--- src/rtl/conway_board_loader.sv ---
// Row-by-row board loader for the toroidal Life grid: collects ROWS rows into a
// shadow buffer and commits a well-framed board to the grid in one cycle.
module conway_board_loader #(
  parameter int ROWS = 16,
  parameter int COLS = 16
) (
  input  logic                   clk,
  input  logic                   rst_n,
  input  logic                   row_valid,
  output logic                   row_ready,
  input  logic [COLS-1:0]        row_data,
  input  logic                   row_last,
  output logic                   load,
  output logic [ROWS*COLS-1:0]   data,
  output logic                   frame_err,
  output logic [15:0]            frame_count
);

  localparam int IDX_W = (ROWS > 2) ? $clog2(ROWS) : 1;
  localparam int SHW   = (ROWS - 1) * COLS;
  localparam logic [IDX_W-1:0] LAST_IDX = IDX_W'(ROWS - 1);

  typedef enum logic [1:0] {
    S_IDLE  = 2'd0,
    S_FILL  = 2'd1,
    S_DRAIN = 2'd2,
    S_LOAD  = 2'd3
  } state_e;

  state_e                 state_q, state_d;
  logic [IDX_W-1:0]       idx_q, idx_d;
  logic [SHW-1:0]         shadow_q, shadow_d;
  logic [ROWS*COLS-1:0]   data_q, data_d;
  logic                   load_q, load_d;
  logic                   err_q, err_d;
  logic [15:0]            count_q, count_d;
  logic                   accept_s;

  // Ready is a pure state decode so upstream never sees a valid->ready path.
  assign row_ready = (state_q != S_LOAD);
  assign accept_s  = row_valid & row_ready;

  // Next-state, shadow capture and commit decisions.
  always_comb begin
    state_d  = state_q;
    idx_d    = idx_q;
    shadow_d = shadow_q;
    data_d   = data_q;
    load_d   = 1'b0;
    err_d    = 1'b0;
    count_d  = count_q;
    case (state_q)
      S_IDLE: begin
        idx_d = '0;
        if (accept_s) begin
          if (row_last) begin
            err_d = 1'b1;
          end else begin
            shadow_d[0 +: COLS] = row_data;
            idx_d               = IDX_W'(1);
            state_d             = S_FILL;
          end
        end else begin
          state_d = S_IDLE;
        end
      end
      S_FILL: begin
        if (accept_s) begin
          if (idx_q == LAST_IDX) begin
            if (row_last) begin
              // Final row goes straight to the output; shadow holds rows 0..ROWS-2.
              data_d  = {row_data, shadow_q};
              load_d  = 1'b1;
              count_d = count_q + 16'd1;
              state_d = S_LOAD;
            end else begin
              state_d = S_DRAIN;
            end
          end else begin
            if (row_last) begin
              err_d   = 1'b1;
              idx_d   = '0;
              state_d = S_IDLE;
            end else begin
              shadow_d[COLS*idx_q +: COLS] = row_data;
              idx_d = idx_q + IDX_W'(1);
            end
          end
        end else begin
          state_d = S_FILL;
        end
      end
      S_DRAIN: begin
        if (accept_s && row_last) begin
          err_d   = 1'b1;
          idx_d   = '0;
          state_d = S_IDLE;
        end else begin
          state_d = S_DRAIN;
        end
      end
      S_LOAD: begin
        idx_d   = '0;
        state_d = S_IDLE;
      end
      default: begin
        idx_d   = '0;
        state_d = S_IDLE;
      end
    endcase
  end

  // State and output registers.
  always_ff @(posedge clk or negedge rst_n) begin
    if (!rst_n) begin
      state_q  <= S_IDLE;
      idx_q    <= '0;
      shadow_q <= '0;
      data_q   <= '0;
      load_q   <= 1'b0;
      err_q    <= 1'b0;
      count_q  <= 16'd0;
    end else begin
      state_q  <= state_d;
      idx_q    <= idx_d;
      shadow_q <= shadow_d;
      data_q   <= data_d;
      load_q   <= load_d;
      err_q    <= err_d;
      count_q  <= count_d;
    end
  end

  assign load        = load_q;
  assign data        = data_q;
  assign frame_err   = err_q;
  assign frame_count = count_q;

endmodule

--- config.mk ---
export PLATFORM = sky130hd
export DESIGN_NAME = conway_board_loader
export DESIGN_NICKNAME = d
export VERILOG_FILES = /design/src/rtl/conway_board_loader.sv
export SDC_FILE = /design/constraint.sdc
export NUM_CORES = 1
export LEC_CHECK = 0
export ABC_AREA = 1
export BUFFER_PORTS_ARGS = -buffer_cell sky130_fd_sc_hd__buf_4
export CORE_MARGIN = 4
export CORE_UTILIZATION = 55
export CTS_CLUSTER_SIZE = 10
export DETAILED_ROUTE_END_ITERATION = 10
export GPL_ROUTABILITY_DRIVEN = 0
export PLACE_DENSITY = 0.75
export SYNTH_ARGS = -nofsm -noshare
export SYNTH_HDL_FRONTEND = slang
export SYNTH_SLANG_ARGS = --single-unit
--- constraint.sdc ---
create_clock -name clk -period 8 [get_ports clk]
set_clock_uncertainty 0.15 [all_clocks]
set_input_delay 1.6 -clock clk [delete_from_list [all_inputs] [get_ports clk]]
set_output_delay 1.6 -clock clk [all_outputs]
set_load 0.02 [all_outputs]
==> run metrics, run 1 <==
setup tns final=0 ps; initial DRC count=approximately 2000; Yosys top cell area share=0.5909; Yosys cell types=28; DRT Pass-1 Iters=6; peak supply drop=between 0.15 and 0.2 mV; worst setup path class=reg -> reg; CP Launch Type=flop; antenna cells=0; number of synthesized flops with an enable pin=0; Final Hold Vio Count=0; Critical Path RT=about 8400 ps; Hold-fix buffers, CTS=0; DP HPWL=41710 um; syn_nets=between 2000 and 3000; R2R setup slack=around 3300 ps; DRT antenna net count=0; pwr dens=between 200 and 250 nW/um^2; fraction of registers with async set/reset=1.000; GR Util All Layers=0.2791; H-Tree Depth=2; P&R area growth vs syn=17.86%; FF-to-FF Start=idx_q[0]; reg2reg end=shadow_q[137]; vias per cell=5.521; share of cells above drive strength 1=0.1468; clk slew on worst S/H paths=about 50 ps; Initial Utilization=0.5555; IO Pins=about 300; CTS resizes=0; Core ar.=slightly below 40000 um^2; top cells by area, synth=dfrtp_1 (59%), nand2_1 (16%), o21ai_0 (5.6%); commonest cells in the netlist=nand2_1 (954), dfrtp_1 (520), o21ai_0 (245); pin count of the biggest net entering global routing=between 150 and 200; Main synth FF type=dfrtp_1; most frequent cell after synthesis=nand2_1; relative slew slack=0.1975; hold depth=2; minimum clock period=4677 ps; Hold Crit Endpoint=shadow_q[35]; area leader, netlist=dfrtp_1; max-slew violation count=0; CTS sink cnt=between 500 and 600; Synth Register Bits=520; Die ar.=43300 um^2; Rows=73; Worst-Margin Slew=between 1000 and 1500 ps; drt wl/cell=18.45 um; fin crit share=0.5847; worst hold margin=approximately 320 ps; I/O Buffers=294; worst-case reg-to-reg path depth=10; number of global-route vias before repair=approximately 18000; post-CTS setup buffer count=0; worst hold start=shadow_q[35]; final number of setup-violating endpoints=0; CTS Buffer Depth=3; DRT Wirelength=roughly 62000 um; Nets=around 2800; CTS tree=done; Synth Area per Inst=8.440 um^2; part of the Yosys area used for sequential elements=0.5909; Die W=approximately 210 um; mapped cell area=between 20000 and 25000 um^2; worst min path class=reg -> reg; Peak Freq=213.8 MHz; CTS Buf Count=59; Max Cap Violations=0; status=finished clean; fill count=about 3300; clk root buf=clkbuf_16; Die Y=208.1 um; clk_lat worst skew=600 ps; arrival time at the worst endpoint=5060 ps; Leakage=about 14 nW; global-route wire length before repair=roughly 98000 um; Cells after Synth=2609; crit-path max FO=between 60 and 70; Ys Warns=0; DRC=0; crit end category=flop; initial antenna violation count=1; gr ovfl total=0; unrepaired setup endpoints after global routing=no; DR vias=between 15000 and 20000
==> worst max-delay path by stage <==
| stage | from | end | slack (ps) | depth (start not counted) |
|---|---|---|---|---|
| after global placement | idx_q[0] | shadow_q[132] | 3630 | 10 |
| after detailed placement | idx_q[0] | shadow_q[139] | 3460 | 10 |
| after floorplan | row_valid | shadow_q[70] | 5080 | 8 |
| after CTS | idx_q[0] | shadow_q[139] | 3460 | 10 |
| final | idx_q[0] | shadow_q[137] | 3320 | 10 |
| after global routing | idx_q[0] | shadow_q[123] | 2940 | 10 |
==> state kept, by name, summed over array words and instances, names as in the netlist <==
name / flops
frame_err: 1
data: 256
state_q: 2
shadow_q: 240
idx_q: 4
load: 1
frame_count: 16
==> power by group <==
part           switching [mW]  internal [mW]  leakage, nW
clock network           0.994           1.40        0.804
logic                   0.587          0.132         6.37
registers              0.0619           2.77         6.67
==> layout by cell type, fill, tap and decap left out, types with 6 or more instances in the layout <==
master	n
nor3_1	107
nand4_1	21
o21ai_0	245
inv_2	6
nor2_1	149
nand3_1	223
nand2_1	953
nor2_2	8
buf_4	306
inv_1	163
nand3_2	6
clkbuf_16	60
xor2_1	9
dfrtp_1	520
==> cells by family after synthesis <==
logic type / count (synthesis) / share of synthesized area
and+or+nand+nor: 1482 / 0.2800
DFF: 520 / 0.5909
buffers and inverters: 337 / 0.06330
AOI/OAI and AO/OA: 252 / 0.05761
xor gates and xnor gates: 12 / 0.004773
adders and majority gates: 6 / 0.003409
==> worst max-delay path: stages (launching register included) <==
cell and delay [ps]:
dfrtp_1 840, inv_2 460, ha_1 400, inv_1 90, nand2_1 90, nand2_4 440, buf_4 670, nand2_1 860
nor2_1 340, nand3_1 110, nand2_1 100
==> metal layers <==
| layer | routed length [um] | track usage | part of all wire |
|---|---|---|---|
| met5 | 13 | 0 | 0.00021 |
| met1 | 26200 | 0.3997 | 0.42 |
| met3 | 4628 | 0.05579 | 0.075 |
| met2 | 28430 | 0.4274 | 0.46 |
| met4 | 2454 | 0.1065 | 0.040 |
==> stage by stage <==
stage	util	power (mW)	area (um^2)	instances	worst slack [ps]
2_1_floorplan	-	3.334	22020	2609	5079
3_3_place_gp	0.6136	3.559	24320	3275	3631
3_5_place_dp	0.6136	3.579	24320	3275	3456
4_1_cts	0.6548	5.966	25950	3345	3463
5_1_grt	0.6548	6.172	25950	3345	2939
6_report	0.6548	5.947	25950	3345	3323
==> layout make-up <==
type	count	area [um^2]	area share
Sequential cell	520	13010	0.5014
Multi-Input combinational cell	1752	7667	0.2954
Timing Repair Buffer	309	2352	0.09063
Clock buffer	64	1536	0.05920
Tap cell	525	656.9	0.02531
Inverter	169	634.4	0.02444
Clock inverter	6	95.09	0.003664
(Power assumes the default switching activity.)
==> inputs of run 2 (changes only) <==
- CORE_UTILIZATION: 55 -> 52
- PLACE_DENSITY: 0.75 -> 0.74
- clock period: 8 -> 3.8 ns (I/O delays scaled with it)
==> run metrics, run 2 (same netlist as run 1, synthesis figures left out) <==
relative slew slack=0.3847 (+0.1872); number of global-route vias before repair=17400 (-0.96%); DR vias=18340 (-0.73%); fin crit share=0.8697 (+0.2851); antenna cells=0 (unchanged); Worst-Margin Slew=917.9 ps (-284.5 ps); crit end category=flop; Leakage=13.97 nW (+0.92%); final number of setup-violating endpoints=0 (unchanged); minimum clock period=3305 ps (-1372 ps); setup ws final=495.1 ps (-2828 ps); DRT Pass-1 Iters=6 (unchanged); initial antenna violation count=0 (-1); Initial Utilization=0.5250 (-0.03054); Hold-fix buffers, CTS=1 (+1); DP HPWL=43400 um (+4.1%); unrepaired setup endpoints after global routing=no; P&R area growth vs syn=18.87%; status=finished clean; Final Hold Vio Count=0 (unchanged); Nets=2861 (+0.85%); DRT antenna net count=0 (unchanged); CTS Buf Count=59 (unchanged); Max Cap Violations=0 (unchanged); global-route wire length before repair=98680 um (+0.85%); CTS tree=done; peak supply drop=0.3578 mV (+130%); setup tns final=0 ps (unchanged); clk root buf=clkbuf_16; pin count of the biggest net entering global routing=135 (-26%); DRT Wirelength=63120 um (+2.3%); max reg flops=256 (unchanged); Rows=75 (+2.7%); most frequent cells in the layout=nand2_1 (953), dfrtp_1 (520), buf_4 (323); post-CTS setup buffer count=0 (unchanged); crit-path max FO=26 (-62%); pwr dens=476.3 nW/um^2 (+110%); Finished Core Util=0.6241 (-0.03069); clk slew on worst S/H paths=60 ps (about the same); DRC=0 (unchanged); arrival time at the worst endpoint=3670 ps (-1390 ps); CTS sink cnt=520 (unchanged); Die ar.=45700 um^2 (+5.5%); GR Util All Layers=0.2740 (-0.005090); DP Worst Slack=598.4 ps (-2858 ps); IO Pins=295 (unchanged); drt wl/cell=18.65 um (+1.1%); Die W=213.8 um (+2.7%); gr ovfl total=0 (unchanged); CTS Buffer Depth=3 (unchanged); share of cells above drive strength 1=0.1522 (+0.005388); vias per cell=5.418 (-1.9%); Peak Freq=302.6 MHz (+42%); CP Launch Type=flop; I/O Buffers=294 (unchanged); worst setup path class=reg -> reg; initial DRC count=1964 (-1.9%); max-slew violation count=0 (unchanged); Core ar.=41950 um^2 (+5.8%); Die Y=213.8 um (+2.7%); worst min path class=reg -> reg; CTS resizes=0 (unchanged); Critical Path RT=4160 ps (-4230 ps); commonest non-fill, non-tap cell in the layout=nand2_1; clk_lat worst skew=610 ps (about the same); H-Tree Depth=2 (unchanged)
[run 2: final timing paths]
kind	start	endpoint	slack (ps)	cells past startpoint
worst min register to register	shadow_q[195]	shadow_q[195]	320	2
worst max-delay path	idx_q[1]	shadow_q[221]	500	8
worst max register to register	idx_q[1]	shadow_q[221]	500	8
worst min-delay path	shadow_q[195]	shadow_q[195]	320	2
max in group asynchronous	rst_n	data[71]	1810	3
min in group asynchronous	rst_n	frame_count[13]	570	2
[run 2: per-stage QoR]
stage,instances,area [um^2],power [mW],hold slack (ps)
after floorplan,2609,22020,7.018,292.2
after global placement,3312,24590,7.580,302.4
after detailed placement,3312,24590,7.632,309.4
after CTS,3384,26180,12.54,323.0
after global routing,3384,26180,12.99,339.4
final,3384,26180,12.47,318.8
[run 2: cell type report]
class / instances / area (um^2)
multi-input cells: 1752 / 7665
clock inverters: 3 / 18.77
well taps: 539 / 674.4
fillers: 3583 / 15770
inverters: 169 / 634.4
flip-flops and latches: 520 / 13010
repair buffers: 333 / 2610
clock buffers: 68 / 1563
[run 2: critical path, cell delays in order, from the launching register on]
cell	delay [ps]
dfrtp_1	460
inv_1	120
ha_1	890
nand2_1	510
inv_1	580
nand3_1	180
nor2_1	130
nand2_1	70
o21ai_0	100
[run 2: per-layer routing]
metal  GRT usage  vias to the layer above  share of wire
met2      0.4201                      694           0.46
li1            -                     8682              -
met4     0.09247                        0          0.035
met1      0.3964                     8851           0.43
met3     0.05501                      108          0.076
met5           0                        -              0
[run 2: power by group]
part / switching (mW) / total (mW) / internal (mW)
Clock: 2.06 / 4.90 / 2.84
Sequential: 0.124 / 5.96 / 5.84
Combinational: 1.29 / 1.61 / 0.317
Total: 3.48 / 12.5 / 8.99
==> inputs of run 3 (changes only) <==
- ABC_AREA: 1 -> default
==> run metrics, run 3 <==
status=finished clean; area leader, netlist=dfrtp_1; peak supply drop=0.3610 mV (+0.89%); Synth Area per Inst=9.538 um^2 (+13%); Ys Warns=0 (unchanged); max reg flops=256 (unchanged); Seq pwr share=0.513 (+0.035); Largest stage delay, worst path=700 ps (-190 ps); R2R setup slack=540 ps (+50 ps); clk slew on worst S/H paths=50 ps (about the same); Cells after Synth=2157 (-17%); Final Hold Vio Count=0 (unchanged); pin count of the biggest net entering global routing=161 (+19%); number of synthesized flops with an enable pin=0 (unchanged); DP HPWL=36900 um (-15%); post-CTS setup buffer count=0 (unchanged); crit end category=flop; Yosys top cell area share=0.6325 (+0.04158); worst hold margin=4.520 ps (-314.3 ps); Synth Register Bits=520 (unchanged); critical-path cell list=inv_1 -> ha_1 -> or2_2 -> o21ai_0 -> nand2_1 -> o31ai_1; commonest cells in the netlist=nand2_1 (1065), dfrtp_1 (520), o21ai_0 (127); Worst-Margin Slew=863.9 ps (-54.00 ps); Clock Power Share=0.431 (+0.038); Max Cap Violations=0 (unchanged); GR Util All Layers=0.2686 (-0.005440); clk_lat worst skew=590 ps (-20 ps); initial antenna violation count=2 (+2); most frequent cell after synthesis=nand2_1; Critical path buffers and inverters=1 (-1); CTS Buffer Depth=3 (unchanged); DRT Pass-1 Iters=5 (-1); Rows=72 (-4.0%); Internal=8.551 mW (-4.9%); CTS tree=done; minimum clock period=3256 ps (-48.68 ps); Yosys cell types=49 (+75%); Peak Freq=307.1 MHz (+1.5%); number of global-route vias before repair=15790 (-9.3%); Initial Utilization=0.5286 (+0.003664); Hold-fix buffers, CTS=0 (-1); switch share=0.2291 (-0.04983); DRT Wirelength=57450 um (-9.0%); gr ovfl total=0 (unchanged); M1 wire length=24380 um (-9.8%); syn_nets=2183 (-17%); final number of setup-violating endpoints=0 (unchanged); CTS resizes=0 (unchanged); fill count=3131 (-13%); Die Y=206.9 um (-3.2%); max layer used=met5; share of cells above drive strength 1=0.1810 (+0.02879); Met3 Wirelength=5274 um (+10%); H-Tree Depth=2 (unchanged); fraction of registers with async set/reset=1.000 (unchanged); crit-path max FO=17 (-35%); Main synth FF type=dfrtp_1; worst setup path class=reg -> reg; CTS Buf Count=58 (-1.7%); Nets=2440 (-15%); CTS sink cnt=520 (unchanged); unrepaired setup endpoints after global routing=no; DRC=0 (unchanged); fin crit share=0.8569 (-0.01281); I/O Buffers=294 (unchanged); Core ar.=38920 um^2 (-7.2%); pwr dens=446.8 nW/um^2 (-6.2%); Die W=206.9 um (-3.2%); worst min path class=in -> async; drt wl/cell=19.56 um (+4.8%); Die ar.=42810 um^2 (-6.3%); relative slew slack=0.4241 (+0.03934); most frequent cells in the layout=nand2_1 (1065), dfrtp_1 (520), buf_4 (329); Comb pwr share=0.056 (-0.073); arrival time at the worst endpoint=3570 ps (-100 ps); mapped cell area=20570 um^2 (-6.6%); setup tns final=0 ps (unchanged); global-route wire length before repair=89220 um (-9.6%); initial DRC count=1328 (-32%); Leakage=12.84 nW (-8.1%); DRT antenna net count=0 (unchanged); antenna cells=0 (unchanged); Largest delay share family, worst path=compound AO/OA/AOI/OAI gates; NetSw=2.542 mW (-27%); Finished Core Util=0.6380 (+0.01389); CP Launch Type=flop; top cells by area, synth=dfrtp_1 (63%), nand2_1 (19%), o31ai_1 (3.5%); slowest CP cell=dfrtp_1; IO Pins=295 (unchanged); DR vias=15920 (-13%); vias per cell=5.417 (about the same); clk root buf=clkbuf_16; commonest non-fill, non-tap cell in the layout=nand2_1; routed wl met2=26190 um (-10%); Final Power=11.09 mW (-11%); Critical Path RT=4120 ps (-40 ps); max-slew violation count=0 (unchanged); part of the Yosys area used for sequential elements=0.6325 (+0.04158); P&R area growth vs syn=20.68%
-- run 3: cell count changes after synthesis, moves of 10 or more --
cell	previous run	this run
mux2_4	0	10
nor2_1	155	16
o21ai_0	245	127
o31ai_1	0	96
clkbuf_1	72	99
buf_2	85	35
xnor2_1	3	14
mux2i_1	0	33
nand3_1	224	6
nor3_1	107	3
inv_1	163	38
nand2_1	954	1065
-- run 3: cell families after synthesis --
family,count (synthesis),share of synthesized area
buf+inv,181,0.03716
flops,520,0.6325
compound gates,251,0.07687
fa+ha+maj,6,0.003649
simple gates,1134,0.2160
mux,49,0.02664
xor+xnor,16,0.007177
-- run 3: layer usage --
layer / global-route usage / vias to the layer above
met4: 0.08499 / 4
met1: 0.3894 / 7785
met2: 0.4108 / 631
li1: - / 7383
met3: 0.05952 / 113
met5: 0 / -
-- run 3: power groups by stage --
stage | Sequential [mW] | Clock, mW | Combinational [mW]
floorplan | 5.78 | 0 | 0.263
global placement | 5.77 | 0 | 0.613
detailed placement | 5.78 | 0 | 0.626
CTS | 5.68 | 4.86 | 0.628
global route | 5.69 | 5.09 | 0.676
finish | 5.69 | 4.78 | 0.625
-- run 3: stage by stage --
stage	area [um^2]	std cells	setup slack [ps]
after global routing	24830	2938	300.7
final	24830	2938	543.8
after floorplan	20570	2157	959.8
after detailed placement	23300	2872	630.8
after CTS	24830	2938	610.9
after global placement	23300	2872	768.2
-- run 3: layout make-up --
type                       count  area [um^2]  share of cell area
multi-input combinational   1456         6838              0.2754
clock inverter                 2        13.76           0.0005544
timing repair buffer         338         2645              0.1065
tap                          518        648.1             0.02610
clock buffer                  64         1515             0.06103
sequential                   520        13010              0.5241
inverter                      40        155.1            0.006249
-- run 3: path summary, 6_finish.rpt --
check / depth (start not counted) / from / to
setup / recovery: 6 / idx_q[0] / shadow_q[73]
min in group clk: 2 / shadow_q[129] / data[129]
hold reg to reg: 2 / shadow_q[129] / data[129]
setup reg to reg: 6 / idx_q[0] / shadow_q[73]
hold / removal: 1 / rst_n / data[202]
max in group asynchronous: 3 / rst_n / data[9]
